<file path="src/rtl/iob_pkg.sv">
// Shared definitions for iob bus targets: word offsets, responder FSM
// encodings, the zero read-data constant and a byte-lane merge helper.
package iob_pkg;

  // Word offsets, selected by i_adr[4:2]
  localparam logic [2:0] IOB_W_MTIME_LO    = 3'd0;
  localparam logic [2:0] IOB_W_MTIME_HI    = 3'd1;
  localparam logic [2:0] IOB_W_MTIMECMP_LO = 3'd2;
  localparam logic [2:0] IOB_W_MTIMECMP_HI = 3'd3;
  localparam logic [2:0] IOB_W_MSIP        = 3'd4;
  localparam logic [2:0] IOB_W_PRESCALE    = 3'd5;

  // Responder FSM state encodings
  localparam logic [1:0] IOB_ST_IDLE = 2'd0;
  localparam logic [1:0] IOB_ST_WAIT = 2'd1;
  localparam logic [1:0] IOB_ST_RESP = 2'd2;

  localparam logic [31:0] IOB_RDAT_ZERO = 32'h0000_0000;

  // Per-byte merge of new data into an old word under byte-lane enables
  function automatic logic [31:0] iob_merge(input logic [31:0] old_v,
                                            input logic [31:0] new_v,
                                            input logic [3:0]  wen);
    logic [31:0] r;
    for (int b = 0; b < 4; b++) begin
      r[8*b +: 8] = wen[b] ? new_v[8*b +: 8] : old_v[8*b +: 8];
    end
    return r;
  endfunction

endpackage

</file>
<file path="src/rtl/iob_if.sv">
// IO bus link between the LSU (master) and one iob target (slave).
//
// Handshake: the LSU raises hs_ls4iob_val with adr/wdat/wen stable; the
// target captures it when idle or responding, and later pulses
// hs_iob4ls_rdy for exactly one cycle per captured request. o_rdat is only
// meaningful while hs_iob4ls_rdy=1. While the target is inserting wait
// states the LSU keeps the same request on the bus; in the cycle it sees
// rdy it may drop val or present the next request, which is then captured.
// dbg_state mirrors the target's responder FSM state for observation.
interface iob_if;
  logic        hs_ls4iob_val;
  logic [31:0] i_adr;
  logic [31:0] i_wdat;
  logic [3:0]  i_wen;
  logic        hs_iob4ls_rdy;
  logic [31:0] o_rdat;
  logic [1:0]  dbg_state;

  modport master (
    output hs_ls4iob_val, i_adr, i_wdat, i_wen,
    input  hs_iob4ls_rdy, o_rdat, dbg_state
  );

  modport slave (
    input  hs_ls4iob_val, i_adr, i_wdat, i_wen,
    output hs_iob4ls_rdy, o_rdat, dbg_state
  );
endinterface

</file>
<file path="src/rtl/iob_rsp_fsm.sv">
// Capture / wait / respond sequencer shared by iob targets. A request is
// captured in IDLE or RESP; rdy follows 1 + WAIT_CYC cycles later.
module iob_rsp_fsm
  import iob_pkg::*;
#(
  parameter int unsigned WAIT_CYC = 0
) (
  input  logic       clk,
  input  logic       rst,
  input  logic       val_i,
  output logic       capture_o,
  output logic       rdy_o,
  output logic [1:0] state_o
);

  localparam logic [3:0] WAIT_LD      = 4'(WAIT_CYC);
  localparam logic [1:0] ST_AFTER_CAP = (WAIT_CYC == 0) ? IOB_ST_RESP : IOB_ST_WAIT;

  logic [1:0] state_q, state_d;
  logic [3:0] cnt_q, cnt_d;

  // val is ignored while waiting: the LSU holds the same request until rdy
  assign capture_o = val_i && ((state_q == IOB_ST_IDLE) || (state_q == IOB_ST_RESP));
  assign rdy_o     = (state_q == IOB_ST_RESP);
  assign state_o   = state_q;

  // Next state: count down wait states, otherwise capture or fall idle
  always_comb begin
    state_d = state_q;
    cnt_d   = cnt_q;
    case (state_q)
      IOB_ST_WAIT: begin
        if (cnt_q <= 4'd1) state_d = IOB_ST_RESP;
        else               cnt_d   = cnt_q - 4'd1;
      end
      default: begin
        if (capture_o) begin
          state_d = ST_AFTER_CAP;
          cnt_d   = WAIT_LD;
        end else begin
          state_d = IOB_ST_IDLE;
        end
      end
    endcase
  end

  // State registers; reset drops any in-flight request
  always_ff @(posedge clk) begin
    if (rst) begin
      state_q <= IOB_ST_IDLE;
      cnt_q   <= 4'd0;
    end else begin
      state_q <= state_d;
      cnt_q   <= cnt_d;
    end
  end

endmodule

</file>
<file path="src/rtl/iob_timer.sv">
// Machine timer target on the iob: 64-bit mtime with prescaler, mtimecmp,
// msip, and the timer/software interrupt lines to the core.
module iob_timer
  import iob_pkg::*;
#(
  parameter logic [31:0] BASE_ADR = 32'h0200_0000,
  parameter int unsigned WAIT_CYC = 0
) (
  input  logic clk,
  input  logic rst,
  iob_if.slave bus,
  output logic o_mtip,
  output logic o_msip
);

  logic        capture, rdy, hit, wr, tick;
  logic [2:0]  word;
  logic [31:0] rd_word, rdat_q, rdat_d, prescale_m;
  logic [63:0] mtime_q, mtime_d, mtimecmp_q, mtimecmp_d;
  logic [15:0] prescale_q, prescale_d, pcnt_q, pcnt_d;
  logic        msip_q, msip_d, mtip_q;
  logic        unused_adr;

  iob_rsp_fsm #(.WAIT_CYC(WAIT_CYC)) u_rsp_fsm (
    .clk       (clk),
    .rst       (rst),
    .val_i     (bus.hs_ls4iob_val),
    .capture_o (capture),
    .rdy_o     (rdy),
    .state_o   (bus.dbg_state)
  );

  assign hit        = (bus.i_adr[31:5] == BASE_ADR[31:5]);
  assign word       = bus.i_adr[4:2];
  assign wr         = capture && hit && (bus.i_wen != 4'b0000);
  assign tick       = (pcnt_q == prescale_q);
  assign prescale_m = iob_merge({16'h0000, prescale_q}, bus.i_wdat, bus.i_wen);
  assign unused_adr = ^bus.i_adr[1:0];

  // Read mux; misses and reserved words read as zero
  always_comb begin
    rd_word = IOB_RDAT_ZERO;
    if (hit) begin
      case (word)
        IOB_W_MTIME_LO:    rd_word = mtime_q[31:0];
        IOB_W_MTIME_HI:    rd_word = mtime_q[63:32];
        IOB_W_MTIMECMP_LO: rd_word = mtimecmp_q[31:0];
        IOB_W_MTIMECMP_HI: rd_word = mtimecmp_q[63:32];
        IOB_W_MSIP:        rd_word = {31'd0, msip_q};
        IOB_W_PRESCALE:    rd_word = {16'd0, prescale_q};
        default:           rd_word = IOB_RDAT_ZERO;
      endcase
    end
  end

  // Snapshot read data at capture; write responses carry zero
  always_comb begin
    rdat_d = rdat_q;
    if (capture) rdat_d = (bus.i_wen == 4'b0000) ? rd_word : IOB_RDAT_ZERO;
  end

  // Register updates: prescaled increment, then bus writes override
  always_comb begin
    mtime_d    = tick ? (mtime_q + 64'd1) : mtime_q;
    pcnt_d     = tick ? 16'd0 : (pcnt_q + 16'd1);
    mtimecmp_d = mtimecmp_q;
    msip_d     = msip_q;
    prescale_d = prescale_q;
    if (wr) begin
      case (word)
        // A written mtime takes the merged value; the increment is dropped
        IOB_W_MTIME_LO:    mtime_d = {mtime_q[63:32], iob_merge(mtime_q[31:0], bus.i_wdat, bus.i_wen)};
        IOB_W_MTIME_HI:    mtime_d = {iob_merge(mtime_q[63:32], bus.i_wdat, bus.i_wen), mtime_q[31:0]};
        IOB_W_MTIMECMP_LO: mtimecmp_d = {mtimecmp_q[63:32], iob_merge(mtimecmp_q[31:0], bus.i_wdat, bus.i_wen)};
        IOB_W_MTIMECMP_HI: mtimecmp_d = {iob_merge(mtimecmp_q[63:32], bus.i_wdat, bus.i_wen), mtimecmp_q[31:0]};
        IOB_W_MSIP:        if (bus.i_wen[0]) msip_d = bus.i_wdat[0];
        IOB_W_PRESCALE: begin
          prescale_d = prescale_m[15:0];
          pcnt_d     = 16'd0;
        end
        default: ;
      endcase
    end
  end

  // State flops; mtip is a registered compare with one cycle of lag
  always_ff @(posedge clk) begin
    if (rst) begin
      mtime_q    <= 64'd0;
      mtimecmp_q <= 64'hFFFF_FFFF_FFFF_FFFF;
      msip_q     <= 1'b0;
      prescale_q <= 16'd0;
      pcnt_q     <= 16'd0;
      rdat_q     <= IOB_RDAT_ZERO;
      mtip_q     <= 1'b0;
    end else begin
      mtime_q    <= mtime_d;
      mtimecmp_q <= mtimecmp_d;
      msip_q     <= msip_d;
      prescale_q <= prescale_d;
      pcnt_q     <= pcnt_d;
      rdat_q     <= rdat_d;
      mtip_q     <= (mtime_q >= mtimecmp_q);
    end
  end

  assign bus.hs_iob4ls_rdy = rdy;
  assign bus.o_rdat        = rdy ? rdat_q : IOB_RDAT_ZERO;
  assign o_mtip            = mtip_q;
  assign o_msip            = msip_q;

endmodule

</file>
<file path="src/flat_wrapper.sv">
// flat-port wrapper written by rule: the top's interface ports become plain ports
module iob_timer_flat import iob_pkg::*;
#(
  parameter logic [31:0] BASE_ADR = 32'h0200_0000,
  parameter int unsigned WAIT_CYC = 0
)
  (clk, rst, o_mtip, o_msip, bus_hs_ls4iob_val, bus_i_adr, bus_i_wdat, bus_i_wen, bus_hs_iob4ls_rdy, bus_o_rdat, bus_dbg_state);
  iob_if bus_i ();
  input  logic clk;
  input  logic rst;
  output logic o_mtip;
  output logic o_msip;
  input wire logic [$bits(bus_i.hs_ls4iob_val)-1:0] bus_hs_ls4iob_val;
  input wire logic [$bits(bus_i.i_adr)-1:0] bus_i_adr;
  input wire logic [$bits(bus_i.i_wdat)-1:0] bus_i_wdat;
  input wire logic [$bits(bus_i.i_wen)-1:0] bus_i_wen;
  output wire logic [$bits(bus_i.hs_iob4ls_rdy)-1:0] bus_hs_iob4ls_rdy;
  output wire logic [$bits(bus_i.o_rdat)-1:0] bus_o_rdat;
  output wire logic [$bits(bus_i.dbg_state)-1:0] bus_dbg_state;
  assign bus_i.hs_ls4iob_val = bus_hs_ls4iob_val;
  assign bus_i.i_adr = bus_i_adr;
  assign bus_i.i_wdat = bus_i_wdat;
  assign bus_i.i_wen = bus_i_wen;
  assign bus_hs_iob4ls_rdy = bus_i.hs_iob4ls_rdy;
  assign bus_o_rdat = bus_i.o_rdat;
  assign bus_dbg_state = bus_i.dbg_state;
  iob_timer #(.BASE_ADR(BASE_ADR), .WAIT_CYC(WAIT_CYC)) u_core (.clk(clk), .rst(rst), .bus(bus_i), .o_mtip(o_mtip), .o_msip(o_msip));
endmodule
</file>
<file path="config.mk">
export PLATFORM = sky130hd
export DESIGN_NAME = iob_timer_flat
export DESIGN_NICKNAME = d
export VERILOG_FILES = /design/src/rtl/iob_pkg.sv /design/src/rtl/iob_if.sv /design/src/rtl/iob_rsp_fsm.sv /design/src/rtl/iob_timer.sv /design/src/flat_wrapper.sv
export SDC_FILE = /design/constraint.sdc
export NUM_CORES = 1
export LEC_CHECK = 0
export ABC_AREA = 1
export CAP_MARGIN = 20
export CORE_MARGIN = 3
export CORE_UTILIZATION = 40
export DETAILED_ROUTE_END_ITERATION = 7
export PLACE_DENSITY = 0.66
export SYNTH_ARGS = -nofsm -noshare
export SYNTH_HDL_FRONTEND = slang
export SYNTH_SLANG_ARGS = --single-unit
</file>
<file path="constraint.sdc">
create_clock -name clk -period 1.8 [get_ports clk]
set_input_delay 0.18 -clock clk [delete_from_list [all_inputs] [get_ports clk]]
set_output_delay 0.18 -clock clk [all_outputs]
set_load 0.02 [all_outputs]
</file>
==> run_results.csv <==
group,metric,value,unit
placement,placedCellCount,3087,
synth,yosys_warnings,0,
sta,finalHoldViolCount,0,
synth,ys_types,46,
layout,final_area,20870,um^2
sta,setup-violations-final,59,
synth,synth-simple-area-share,36.51,%
detailed_routing,finalWirelength,65180,um
grt,grt_pass1_vias,16921,
grt,grt_start_max_net_pins,58,
job,max_cap_viol_count,0,
worst_setup_path,slowest_delay,0.34,ns
synth,synth-adder-area-share,6.004,%
sta,min_period_over_period,112.7,%
synth,synth_compound_area_share,16.26,%
layout,fin_nets,2842,
sta,worst_pin_slew,0.7419,ns
clock_tree,clock-root-buffer,"clkbuf_16",
sta,finClkSkew,0.01699,ns
sta,rsz0062_at_grt,"yes",
synth,netlist_area,13750,um^2
die,die_y,191.4,um
clock_tree,cts_tree,"yes",
clock_tree,clock_sinks,195,
pwr,peakVddDrop,0.0006878,V
grt,track_usage,34.41,%
die,die_w,191.4,um
detailed_routing,wl_per_cell,20.59,um
worst_setup_path,r2r.worst_path.cells,19,
synth,synth_edf_count,0,
synth,ys_async_sr_fraction,0,%
layout,antenna_cells,0,
clock_tree,htreeDepth,4,
pwr,p_leak,0.01028,uW
synth,ys_ff_latch,195,
sta,relSlewSlack,50.54,%
clock_tree,cts-buffers-inserted,17,
detailed_routing,viasPerCell,5.537,
worst_setup_path,rrSetupSlack,-0.23,ns
worst_setup_path,cp_top_family,"simple AND/OR/NAND/NOR gates",
sta,drv_slew,0,
placement,portBuffers,104,
clock_tree,clk_latency,0.48,ns
layout,drive_gt1_share,32.12,%
worst_setup_path,path_depth,19,
sta,hold-worst-slack,0.1939,ns
detailed_routing,num_vias,17529,
synth,avgSynthCellArea,6.132,um^2
sta,setup_ws,-0.2289,ns
detailed_routing,drc,0,
worst_setup_path,critPathRequiredTime,2.22,ns
grt,grt_first_pass_wirelength,95810,um
synth,synth-xor-area-share,1.210,%
sta,final.min_clock_period,2.029,ns
synth,synth_top_family_by_area,"simple AND/OR/NAND/NOR gates",
die,core_area,33700,um^2
worst_setup_path,crit_slowest_cell,"dfxtp_2",
status,violations,"setup timing",
die,die-area,36650,um^2
layout,syn_to_final_growth,51.70,%
grt,grt-ovfl-total,0,
detailed_routing,dr.first_iter.drc_count,1620,
sta,max_freq,492.9,MHz
worst_setup_path,cp_common_cell,"nand2_2",
detailed_routing,ant_nets,0,
worst_setup_path,critPathArrivalTime,2.45,ns
synth,synth_cells,2243,
synth,syn_nets,2380,
pwr,p_per_area,434.6,nW/um^2
worst_setup_path,worstSetupEndpointType,"flip-flop",
worst_setup_path,worst-path-buf-inv,8,
layout,fill_cells,3161,
worst_setup_path,worstSetupPathType,"flip-flop to flip-flop",
synth,synth-seq-area-share,28.38,%
status,status,"complete, but fails checks",
die,io_pins,108,
worst_setup_path,cp-start-kind,"flip-flop",
worst_setup_path,cp_cell_sequence,"inv_1 > nand2_1 > nand2_2 > buf_4 > inv_1 > nand2_2 > nor2_4 > nand2_2 > nor2_4 > buf_12 > buf_12 > buf_12 > buf_16 > nand2_4 > nand2_2 > nand2_1 > nand3_1 > nand2_1 > inv_1",
hold_path,hold_class,"primary input to flip-flop",
placement,placed_area,18020,um^2
hold_path,holdPathStages,4,
clock_tree,cts.path.max_buffers,2,
die,rows,67,
layout,fin_cells,3166,
clock_tree,clkSlewWorstSetupHoldPaths,0.08,ns
placement,hpwl,47540,um
worst_setup_path,cp_max_fo,5,
synth,synthFlopType,"dfxtp_1",
synth,synthMuxAreaShare,0,%
grt,antenna_found_initial,2,
sta,fin_tns_setup,-6.754,ns
placement,routabilityCongestion,1.021,
die,start_util,40.81,%
detailed_routing,firstDrtPassIters,6,
-- stage by stage --
step,total power (uW),setup WS [ns],util (%)
after floorplan,4692,0.03499,-
after global placement,5139,-0.4864,53.48
after detailed placement,5145,-0.5017,53.48
after CTS,9050,-0.1625,59.77
after global routing,9311,-0.3283,61.91
final,9067,-0.2289,61.91
-- area by class of cell --
cell class | count | area [um^2] | area share (%)
clock buffer | 20 | 466.7 | 2.237
clock inverter | 12 | 120.1 | 0.5757
inverter | 310 | 1165 | 5.583
multi-input combinational | 1656 | 9620 | 46.11
sequential | 195 | 4009 | 19.21
tap | 448 | 560.5 | 2.686
timing repair buffer | 525 | 4923 | 23.60
-- cells in the final DEF (no fill, tap or decap), drive strengths merged --
cell,Yosys,final
dfxtp,195,195
nand2,718,718
and2,2,2
buf,47,418
a211oi,2,2
xnor2,5,5
xor2,14,14
nor2,242,242
nand3b,1,1
bufinv,0,1
o22ai,44,44
inv,309,313
clkbuf,35,24
and3,2,2
o21a,5,5
clkinvlp,0,3
nand4,27,27
dlymetal6s2s,0,11
o21ai,98,98
dlygate4sd2,0,31
ha,66,66
clkdlybuf4s15,0,3
nor3b,2,2
clkdlybuf4s50,0,58
o221ai,4,4
a22oi,1,1
o211ai,64,64
clkinv,1,5
nor4,3,3
a21oi,146,146
o21bai,4,4
o2111ai,3,3
conb,1,1
nand3,172,172
o31ai,11,11
nor3,18,18
a21o,1,1
-- repair_timing --
item	in CTS	in global routing
setup endpoints to repair	117	140
hold buffers	0	0
cloned	14	4
endpoints found under the hold margin	0	0
resized for setup	298	253
setup buffers	29	11
pin swaps	80	86
-- sequential cells by signal, summed over array words and instances (netlist names) --
signal / flops
u_core.mtime_q: 64
u_core.mtimecmp_q: 64
u_core.o_msip: 1
u_core.o_mtip: 1
u_core.pcnt_q: 16
u_core.prescale_q: 16
u_core.rdat_q: 32
u_core.u_rsp_fsm.state_o: 1
-- power by group --
part	internal (uW)	switching [uW]	total, uW
Combinational	291	470	761
Clock	2050	1950	4000
Sequential	4300	6.55	4310
Total	6640	2420	9070
-- per-layer routing --
metal / GRT usage [%] / share of wire [%] / vias to the layer above / wire, um
met3: 7.170 / 8.8 / 229 / 5719
met1: 43.16 / 40 / 8206 / 26300
met4: 19.02 / 6.5 / 4 / 4227
met2: 55.06 / 44 / 913 / 28900
li1: - / - / 8177 / -
met5: 0 / 0.046 / - / 30
-- cells in the mapped netlist, drive strengths merged, types with 2 or more instances --
cell | n | area share [%]
nand4 | 27 | 1.2
clkbuf | 35 | 0.96
and3 | 2 | 0.091
o21bai | 4 | 0.22
nor3b | 2 | 0.11
o211ai | 64 | 3.5
nand2 | 718 | 20
inv | 309 | 8.4
ha | 66 | 6.0
nor4 | 3 | 0.14
o22ai | 44 | 2.0
and2 | 2 | 0.091
buf | 47 | 2.2
o21a | 5 | 0.27
o21ai | 98 | 3.6
o31ai | 11 | 0.60
o221ai | 4 | 0.25
nand3 | 172 | 6.7
xnor2 | 5 | 0.32
nor2 | 242 | 7.2
a21oi | 146 | 5.4
xor2 | 14 | 0.89
o2111ai | 3 | 0.19
dfxtp | 195 | 28
nor3 | 18 | 0.65
a211oi | 2 | 0.11
-- final timing paths --
kind	to	startpoint
max reg2reg	u_core.mtime_q[13]	u_core.pcnt_q[1]
max	u_core.mtime_q[13]	u_core.pcnt_q[1]
min reg2reg	u_core.rdat_q[18]	u_core.rdat_q[18]
min	u_core.mtime_q[8]	rst
-- cell families after synthesis --
logic type      after synthesis
other cells                   1
xor+xnor                     19
flops                       195
simple gates               1187
buf+inv                     392
compound gates              383
fa+ha+maj                    66
-- worst register-to-register path: stages, from the launching register on --
cell     delay (ns)
dfxtp_2        0.34
inv_1          0.04
nand2_1        0.07
nand2_2        0.08
buf_4          0.13
inv_1          0.05
nand2_2        0.06
nor2_4         0.12
nand2_2        0.08
nor2_4         0.12
buf_12         0.15
buf_12         0.13
buf_12         0.11
buf_16         0.13
nand2_4        0.05
nand2_2        0.05
nand2_1        0.05
nand3_1        0.08
nand2_1        0.06
inv_1          0.07
Note: power is estimated with default switching activity, not from simulation.
